## src/rtl/pipeline_pkg.sv

```systemverilog
// Shared definitions for the 2-wide bundle pipeline: slot/bundle layout,
// opcodes and the NOP encoding used to fill empty pipeline slots.
package pipeline_pkg;

    localparam int SLOT_W   = 32;
    localparam int BUNDLE_W = 2 * SLOT_W;

    // Bundle layout: upper slot in [63:32], lower slot in [31:0].
    localparam int UPPER_MSB = 63;
    localparam int UPPER_LSB = 32;
    localparam int LOWER_MSB = 31;
    localparam int LOWER_LSB = 0;

    // Opcode field inside a slot.
    localparam int OPC_MSB = 31;
    localparam int OPC_LSB = 29;
    localparam int OPC_W   = OPC_MSB - OPC_LSB + 1;

    localparam logic [OPC_W-1:0] OP_ALU    = 3'b000;
    localparam logic [OPC_W-1:0] OP_ALUI   = 3'b001;
    localparam logic [OPC_W-1:0] OP_LOAD   = 3'b010;
    localparam logic [OPC_W-1:0] OP_STORE  = 3'b011;
    localparam logic [OPC_W-1:0] OP_BRANCH = 3'b100;
    localparam logic [OPC_W-1:0] OP_JUMP   = 3'b101;
    localparam logic [OPC_W-1:0] OP_SYS    = 3'b110;
    localparam logic [OPC_W-1:0] OP_NOP    = 3'b111;

    localparam logic [SLOT_W-1:0]   NOP_SLOT   = {OP_NOP, 29'b0};
    localparam logic [BUNDLE_W-1:0] NOP_BUNDLE = {NOP_SLOT, NOP_SLOT};

    typedef struct packed {
        logic [SLOT_W-1:0] upper;
        logic [SLOT_W-1:0] lower;
    } bundle_t;

    function automatic logic [OPC_W-1:0] slot_opcode(input logic [SLOT_W-1:0] slot);
        return slot[OPC_MSB:OPC_LSB];
    endfunction

endpackage

```

## src/rtl/fetch_if.sv

```systemverilog
// Fetch-stage connections: instruction BRAM port, decode handshake/redirect
// and the bundle presented to decode. master = fetch, slave = core side.
interface fetch_if #(
    parameter int IMEM_AW = 15
);
    logic               interlock;
    logic               branch_flag;
    logic [31:0]        branch_pc;
    logic [IMEM_AW-1:0] imem_addr;
    logic [63:0]        imem_dout;
    logic [31:0]        pc;
    logic [63:0]        inst;
    logic [31:0]        fetch_cnt;

    modport master (
        input  interlock, branch_flag, branch_pc, imem_dout,
        output imem_addr, pc, inst, fetch_cnt
    );

    modport slave (
        output interlock, branch_flag, branch_pc, imem_dout,
        input  imem_addr, pc, inst, fetch_cnt
    );
endinterface

```

## src/rtl/fetch.sv

```systemverilog
// Instruction fetch: reads one 64-bit bundle per cycle from a 1-cycle BRAM,
// parks it while decode interlocks and redirects on decode's branch_flag.
module fetch
    import pipeline_pkg::*;
#(
    parameter logic [31:0] RESET_PC = 32'h0,
    parameter int          IMEM_AW  = 15
) (
    input  logic   clk,
    input  logic   rst,
    fetch_if.master bus
);

    typedef enum logic [1:0] {
        BOOT = 2'd0,
        RUN  = 2'd1,
        HOLD = 2'd2
    } state_t;

    state_t        state_q, state_d;
    logic [31:0]   fetch_pc_q, fetch_pc_d;
    logic [31:0]   out_pc_q, out_pc_d;
    logic [31:0]   hold_pc_q, hold_pc_d;
    logic [63:0]   hold_inst_q, hold_inst_d;
    logic [31:0]   cnt_q, cnt_d;

    // NOTE: every always_comb target gets a default first so no path can infer a latch.
    always_comb begin
        state_d     = state_q;
        fetch_pc_d  = fetch_pc_q;
        out_pc_d    = out_pc_q;
        hold_pc_d   = hold_pc_q;
        hold_inst_d = hold_inst_q;
        cnt_d       = cnt_q;

        unique case (state_q)
            BOOT: begin
                // decode is held in reset with us, so any redirect is ignored
                state_d    = RUN;
                out_pc_d   = fetch_pc_q;
                fetch_pc_d = fetch_pc_q + 32'd1;
            end
            RUN, HOLD: begin
                if (bus.branch_flag) begin
                    state_d     = RUN;
                    out_pc_d    = bus.branch_pc;
                    fetch_pc_d  = bus.branch_pc + 32'd1;
                    hold_pc_d   = 32'd0;
                    hold_inst_d = NOP_BUNDLE;
                end else if (bus.interlock) begin
                    // BRAM data is only valid for one cycle; capture it on stall entry
                    if (state_q == RUN) begin
                        state_d     = HOLD;
                        hold_pc_d   = out_pc_q;
                        hold_inst_d = bus.imem_dout;
                    end
                end else begin
                    state_d    = RUN;
                    out_pc_d   = fetch_pc_q;
                    fetch_pc_d = fetch_pc_q + 32'd1;
                    cnt_d      = cnt_q + 32'd1;
                end
            end
            default: state_d = BOOT;
        endcase
    end

    // NOTE: state registers use non-blocking assignments so all update on the same edge.
    always_ff @(posedge clk or posedge rst) begin
        if (rst) begin
            state_q     <= BOOT;
            fetch_pc_q  <= RESET_PC;
            out_pc_q    <= 32'd0;
            hold_pc_q   <= 32'd0;
            hold_inst_q <= NOP_BUNDLE;
            cnt_q       <= 32'd0;
        end else begin
            state_q     <= state_d;
            fetch_pc_q  <= fetch_pc_d;
            out_pc_q    <= out_pc_d;
            hold_pc_q   <= hold_pc_d;
            hold_inst_q <= hold_inst_d;
            cnt_q       <= cnt_d;
        end
    end

    always_comb begin
        bus.pc        = 32'd0;
        bus.inst      = NOP_BUNDLE;
        bus.imem_addr = fetch_pc_q[IMEM_AW-1:0];
        if (state_q != BOOT && bus.branch_flag) begin
            bus.imem_addr = bus.branch_pc[IMEM_AW-1:0];
        end
        unique case (state_q)
            RUN: begin
                bus.pc   = out_pc_q;
                bus.inst = bus.imem_dout;
            end
            HOLD: begin
                bus.pc   = hold_pc_q;
                bus.inst = hold_inst_q;
            end
            default: begin
                bus.pc   = 32'd0;
                bus.inst = NOP_BUNDLE;
            end
        endcase
    end

    assign bus.fetch_cnt = cnt_q;

endmodule

```

## src/flat_wrapper.sv

```systemverilog
// flat-port wrapper written by rule: the top's interface ports become plain ports
module fetch_flat import pipeline_pkg::*;
#(
    parameter logic [31:0] RESET_PC = 32'h0,
    parameter int          IMEM_AW  = 15
)
  (clk, rst, bus_interlock, bus_branch_flag, bus_branch_pc, bus_imem_dout, bus_imem_addr, bus_pc, bus_inst, bus_fetch_cnt);
  fetch_if #(.IMEM_AW(IMEM_AW)) bus_i ();
  input  logic clk;
  input  logic rst;
  input wire logic [$bits(bus_i.interlock)-1:0] bus_interlock;
  input wire logic [$bits(bus_i.branch_flag)-1:0] bus_branch_flag;
  input wire logic [$bits(bus_i.branch_pc)-1:0] bus_branch_pc;
  input wire logic [$bits(bus_i.imem_dout)-1:0] bus_imem_dout;
  output wire logic [$bits(bus_i.imem_addr)-1:0] bus_imem_addr;
  output wire logic [$bits(bus_i.pc)-1:0] bus_pc;
  output wire logic [$bits(bus_i.inst)-1:0] bus_inst;
  output wire logic [$bits(bus_i.fetch_cnt)-1:0] bus_fetch_cnt;
  assign bus_i.interlock = bus_interlock;
  assign bus_i.branch_flag = bus_branch_flag;
  assign bus_i.branch_pc = bus_branch_pc;
  assign bus_i.imem_dout = bus_imem_dout;
  assign bus_imem_addr = bus_i.imem_addr;
  assign bus_pc = bus_i.pc;
  assign bus_inst = bus_i.inst;
  assign bus_fetch_cnt = bus_i.fetch_cnt;
  fetch #(.RESET_PC(RESET_PC), .IMEM_AW(IMEM_AW)) u_core (.clk(clk), .rst(rst), .bus(bus_i));
endmodule
```

## config.mk

```make
export PLATFORM = sky130hd
export DESIGN_NAME = fetch_flat
export DESIGN_NICKNAME = d
export VERILOG_FILES = /design/src/rtl/pipeline_pkg.sv /design/src/rtl/fetch_if.sv /design/src/rtl/fetch.sv /design/src/flat_wrapper.sv
export SDC_FILE = /design/constraint.sdc
export NUM_CORES = 1
export LEC_CHECK = 0
export CAP_MARGIN = 10
export CORE_MARGIN = 2
export CORE_UTILIZATION = 46
export DETAILED_ROUTE_END_ITERATION = 10
export PLACE_DENSITY = 0.77
export SYNTH_ARGS = -nofsm -noshare
export SYNTH_HDL_FRONTEND = slang
export SYNTH_SLANG_ARGS = --single-unit
```

## constraint.sdc

```tcl
create_clock -name clk -period 6.3 [get_ports clk]
set_input_delay 1.26 -clock clk [delete_from_list [all_inputs] [get_ports clk]]
set_output_delay 1.26 -clock clk [all_outputs]
set_load 0.05 [all_outputs]
```

==> impl_metrics.tcl, run 1 <==
set metrics [dict create \
    outcome "finished clean" \
    tightest_slew_ps 1180 \
    p_leak_nw 5.60 \
    critPathCaptureType "output pin" \
    netlist_area_mm2 0.0106 \
    die_x_um 156 \
    maxCapViolCount 0 \
    power_frac_comb_pct 57.3 \
    crit_arrival_ps 3520 \
    drive_gt1_share_pct 6.79 \
    p_sw_mw 3.74 \
    drt-total-wl_mm 31.2 \
    hold_class "reg2reg" \
    ys_warn_count 0 \
    first_pass_iters 5 \
    yosysSeqAreaShare_pct 46.0 \
    sequentialPowerShare_pct 28.7 \
    rsz0062_at_grt "false" \
    powerDensity_mw_per_mm2 551 \
    report.power.total_mw 7.55 \
    finalHoldViolations 0 \
    numCtsBuffers 17 \
    place.port_buffers 242 \
    synthesis.instances 1088 \
    cts_sinks 194 \
    fin_area_mm2 0.0137 \
    num_rows 55 \
    period_share_pct 75.8 \
    cts_resized 0 \
    cts_hold_buf 0 \
    gp_congestion 0.857 \
    fmax_ghz 0.209 \
    synth_compound_area_share_pct 22.5 \
    cts_max_level 4 \
    synthAdderAreaFrac_pct 0.828 \
    syn_nets 1195 \
    via_per_inst 6.14 \
    initial_core_util_pct 46.9 \
    clk_transition_reported_paths_ps 70 \
    clock_power_share_pct 14.0 \
    io_pins 243 \
    switching_share_pct 49.5 \
    overflow 0 \
    layout_commonest_cell "clkdlybuf4s50_1" \
    synth_mux_area_share_pct 1.99 \
    synth.distinct_cells 62 \
    timing.slew.headroom_pct 21.2 \
    grt_use_total_pct 25.1 \
    async_reset_ff_share_pct 100 \
    grt_max_degree 116 \
    nFillCells 1895 \
    clock_path_buffers 2 \
    placed_area_mm2 0.0131 \
    hpwl_mm 20.8 \
    finalSetupViolCount 0 \
    post-place-ws_ps 1620 \
    antennaDiodeCount 0 \
    ir_drop_mv 0.317 \
    synth_top_family_by_area "compound AO/OA/AOI/OAI gates" \
    ant_nets 0 \
    yosys.area_share.xor_xnor_pct 4.80 \
    internal-power_mw 3.81 \
    synth_edf_count 0 \
    initialDrtViolationCount 842 \
    grt_pass1_vias 9049 \
    synth-simple-area-share_pct 20.3 \
    drt-wirelength-per-cell_um 19.9 \
    synthToLayoutAreaGrowth_pct 29.6 \
    drc 0 \
    ys.flop_type "dfrtp_1" \
    synth_seq_cells 194 \
    regArea_mm2 0.00486 \
    tns_ps 0 \
    cts_root_buf "clkbuf_16" \
    postCtsSetupBuffers 0 \
    clock_skew_ps 14.6 \
    antenna_found_initial 1 \
    slew_violations 0 \
    grt_first_pass_wirelength_mm 49.2 \
    vias 9608 \
    tritoncts "built" \
    cp.required_ps 5040 \
    multiInputGateArea_mm2 0.00538 \
    min_period_ps 4780 \
    die_area_mm2 0.0242 \
    clk_latency_ps 440 \
    path_class "reg2out" \
    core-area_mm2 0.0226 \
    fin_ws_ps 1520 \
    syn_avg_cell_area_um2 9.72 \
    layout.nets 1375 \
    die_h_um 156 \
    final_cell_mix "clkdlybuf4s50_1, dfrtp_1, nand2_1" \
    start_kind "flip-flop" \
    cp_max_fo 65 \
]
-- power by group through the flow --
| stage | Combinational [mW] | Clock (mW) | Sequential [mW] |
|---|---|---|---|
| floorplan | 3.05 | 0 | 2.09 |
| global placement | 4.26 | 0 | 2.14 |
| detailed placement | 4.32 | 0 | 2.17 |
| CTS | 4.34 | 1.07 | 2.15 |
| global route | 4.60 | 1.13 | 2.22 |
| finish | 4.33 | 1.06 | 2.17 |
-- layout make-up --
class	instances	share of cell area, %
clock buffers	19	3.23
clock inverters	13	0.849
inverters	7	0.219
multi-input cells	795	39.2
flip-flops and latches	194	35.5
well taps	285	2.60
repair buffers	253	18.4
-- flip-flops by register name, summed over array words and instances, names as in the netlist --
name and cells:
u_core.out_pc_q 32, u_core.state_q 2, u_core.hold_inst_q 64, u_core.fetch_pc_q 32, u_core.hold_pc_q 32, u_core.bus.fetch_cnt 32
-- critical path: stages (launching register included) --
cell	delay, ps
dfrtp_1	420
inv_1	120
ha_2	830
buf_4	600
nor2b_1	220
clkdlybuf4s50_1	830
-- through the flow --
step / hold slack, ps / cells / util, %
6_report: 480 / 1566 / 60.7
5_1_grt: 516 / 1566 / 60.7
4_1_cts: 489 / 1566 / 60.7
3_5_place_dp: 476 / 1534 / 58.2
3_3_place_gp: 469 / 1534 / 58.2
2_1_floorplan: 473 / 1088 / -
-- path summary, 6_finish.rpt --
check                           depth (start not counted)                                   end  slack (ps)                            startpoint
worst max-delay path                                    5                             bus_pc[7]        1520         u_core.state_q[1]$_DFFE_PP0P_
worst min-delay path                                    1  u_core.bus.fetch_cnt[31]$_DFFE_PP0P_         480  u_core.bus.fetch_cnt[31]$_DFFE_PP0P_
worst max register to register                          8  u_core.bus.fetch_cnt[16]$_DFFE_PP0P_        2230         u_core.state_q[1]$_DFFE_PP0P_
worst min register to register                          1  u_core.bus.fetch_cnt[31]$_DFFE_PP0P_         480  u_core.bus.fetch_cnt[31]$_DFFE_PP0P_
max in group asynchronous                               3    u_core.hold_inst_q[38]$_DFFE_PP0P_        3900                                   rst
min in group asynchronous                               2   u_core.bus.fetch_cnt[0]$_DFFE_PP0P_        1340                                   rst
-- metal layers --
layer,share of wire [%],GRT usage [%],vias up
li1,-,-,4398
met1,44,34.1,4768
met2,47,40.9,399
met3,6.8,5.00,41
met4,1.7,7.60,2
met5,0.042,0,-
-- Yosys cell counts, drive strengths merged (7+ instances only) --
| library cell | count | share of area (%) |
|---|---|---|
| a21oi | 25 | 1.2 |
| a22o | 91 | 7.5 |
| a22oi | 99 | 7.0 |
| a31oi | 32 | 1.9 |
| and2 | 8 | 0.47 |
| and3 | 24 | 1.4 |
| and4 | 15 | 1.2 |
| buf | 19 | 0.76 |
| clkbuf | 73 | 2.6 |
| dfrtp | 188 | 44 |
| ha | 7 | 0.83 |
| inv | 7 | 0.25 |
| mux2 | 16 | 1.7 |
| nand2 | 109 | 3.9 |
| nand3 | 27 | 1.4 |
| nand4 | 30 | 1.9 |
| nor2 | 56 | 2.0 |
| nor2b | 92 | 5.4 |
| nor3 | 15 | 0.96 |
| nor4 | 7 | 0.65 |
| o21ai | 16 | 0.76 |
| o22ai | 7 | 0.41 |
| xnor2 | 38 | 3.1 |
| xor2 | 20 | 1.7 |
-- kinds of logic (layout without fill, tap and decap cells) --
family,Yosys count,after routing
and+or+nand+nor,396,396
AOI/OAI and AO/OA,315,315
DFF,194,194
buffers and inverters,99,292
xor gates and xnor gates,58,58
muxes,19,19
adders and majority gates,7,7
No activity file was read; power rests on OpenSTA's default activity.
==> run 2, diff against run 1 <==
--- a/config.mk
+++ b/config.mk
@@ -7,9 +7,9 @@
 export LEC_CHECK = 0
 export CAP_MARGIN = 10
 export CORE_MARGIN = 2
-export CORE_UTILIZATION = 46
+export CORE_UTILIZATION = 51
 export DETAILED_ROUTE_END_ITERATION = 10
-export PLACE_DENSITY = 0.77
+export PLACE_DENSITY = 0.81
 export SYNTH_ARGS = -nofsm -noshare
 export SYNTH_HDL_FRONTEND = slang
 export SYNTH_SLANG_ARGS = --single-unit
==> constraint.sdc (replaced) <==
create_clock -name clk -period 4.5 [get_ports clk]
set_input_delay 0.9 -clock clk [delete_from_list [all_inputs] [get_ports clk]]
set_output_delay 0.9 -clock clk [all_outputs]
set_load 0.05 [all_outputs]
==> run 2 against run 1 <==
  * Critical path depth is 1 higher
  * Final cell count decreased by 0.51%
  * Sequential share of layout area fell by 0.51 points
  * Critical path type unchanged
  * Largest power group unchanged
  * Highest routed layer is now met4
==> impl_metrics.tcl, run 2 (same netlist as run 1, synthesis figures left out) <==
set metrics [dict create \
    cts_resized 0 \
    fmax_ghz 0.258 \
    drc 0 \
    drive_gt1_share_pct 8.46 \
    num_rows 52 \
    numCtsBuffers 17 \
    largest_reg_flops 64 \
    initial_core_util_pct 52.1 \
    cts_hold_buf 0 \
    top_register "u_core.hold_inst_q" \
    p_leak_nw 5.72 \
    nFillCells 1568 \
    crit_arrival_ps 2980 \
    hpwl_mm 20.4 \
    critPathCaptureType "output pin" \
    initialDrtViolationCount 768 \
    grt_max_degree 100 \
    grt_use_total_pct 27.6 \
    tns_ps 0 \
    die_x_um 148 \
    period_share_pct 86.3 \
    cts_sinks 194 \
    outcome "finished clean" \
    layout.nets 1382 \
    overflow 0 \
    die_area_mm2 0.0219 \
    powerDensity_mw_per_mm2 776 \
    die_h_um 148 \
    drt-total-wl_mm 30.6 \
    antennaDiodeCount 0 \
    cp_max_fo 49 \
    vias 9681 \
    cts_root_buf "clkbuf_16" \
    clock_skew_ps 16.9 \
    ir_drop_mv 0.509 \
    clk_transition_reported_paths_ps 80 \
    gp_congestion 0.922 \
    finalSetupViolCount 0 \
    hold_class "reg2reg" \
    layout_commonest_cell "clkdlybuf4s50_1" \
    io_pins 243 \
    finalHoldViolations 0 \
    rsz0062_at_grt "false" \
    final_cell_mix "clkdlybuf4s50_1, dfrtp_1, nand2_1" \
    place.port_buffers 242 \
    min_period_ps 3880 \
    cts_max_level 4 \
    clock_path_buffers 2 \
    synthToLayoutAreaGrowth_pct 31.5 \
    tritoncts "built" \
    slew_violations 0 \
    first_pass_iters 5 \
    antenna_found_initial 0 \
    tightest_slew_ps 948 \
    postCtsSetupBuffers 0 \
    drt-wirelength-per-cell_um 19.6 \
    via_per_inst 6.21 \
    report.power.total_mw 10.8 \
    timing.slew.headroom_pct 36.7 \
    clk_latency_ps 440 \
    path_class "reg2out" \
    grt_pass1_vias 8983 \
    cp.required_ps 3600 \
    grt_first_pass_wirelength_mm 48.9 \
    start_kind "flip-flop" \
    ant_nets 0 \
    core-area_mm2 0.0203 \
    maxCapViolCount 0 \
]
## run 2: cell count changes in the layout (fill, tap and decap cells not counted)
cell             delta
clkinv_8            +1
clkinv_2            -2
clkdlybuf4s50_1    -15
buf_4              +10
buf_12             +12
bufinv_16           +2
inv_8               -1
inv_6               -2
clkinv_4            +2
## run 2: critical path, cell delays in order (launching register included)
cell and delay (ps):
dfrtp_1 430, inv_1 130, ha_4 550, buf_4 350
a22oi_1 100, nor2b_1 170, clkdlybuf4s50_1 820
## run 2: metrics by stage
| step | setup WS [ps] | area, um2 | util (%) | hold slack [ps] | cells |
|---|---|---|---|---|---|
| floorplan | 1100 | 10600 | - | 473 | 1088 |
| global placement | 1070 | 13300 | 65.5 | 472 | 1526 |
| detailed placement | 1050 | 13300 | 65.5 | 485 | 1526 |
| CTS | 599 | 13900 | 68.5 | 495 | 1558 |
| global route | 428 | 13900 | 68.5 | 514 | 1558 |
| finish | 618 | 13900 | 68.5 | 495 | 1558 |
## run 2: final cells by class
type / count / area, um2 / share of cell area, %
multi-input cells: 795 / 5380 / 38.7
well taps: 270 / 338 / 2.43
inverters: 7 / 30.0 / 0.216
clock buffers: 19 / 443 / 3.19
clock inverters: 13 / 171 / 1.23
repair buffers: 260 / 2680 / 19.3
flip-flops and latches: 194 / 4860 / 35.0
## run 2: final timing paths
check	from	to	slack [ps]	cells past startpoint
setup / recovery	u_core.state_q[1]$_DFFE_PP0P_	bus_inst[27]	620	6
hold / removal	u_core.bus.fetch_cnt[11]$_DFFE_PP0P_	u_core.bus.fetch_cnt[11]$_DFFE_PP0P_	500	1
setup reg to reg	u_core.state_q[1]$_DFFE_PP0P_	u_core.hold_inst_q[14]$_DFFE_PP0P_	1560	7
hold reg to reg	u_core.bus.fetch_cnt[11]$_DFFE_PP0P_	u_core.bus.fetch_cnt[11]$_DFFE_PP0P_	500	1
max in group asynchronous	rst	u_core.hold_inst_q[3]$_DFFE_PP0P_	2640	3
min in group asynchronous	rst	u_core.out_pc_q[5]$_DFFE_PP0P_	1020	2
## run 2: routing by layer
layer / GRT usage (%) / up-vias / routed length [um]
li1: - / 4412 / -
met2: 42.7 / 477 / 14400
met5: 0 / - / 0
met3: 5.31 / 47 / 2430
met4: 8.14 / 0 / 598
met1: 39.7 / 4745 / 13100
## run 2: where the power goes
group	internal, mW	switching (mW)	total [mW]
logic	2.24	3.91	6.16
clock network	0.859	0.723	1.58
registers	2.44	0.606	3.05
total	5.55	5.24	10.8
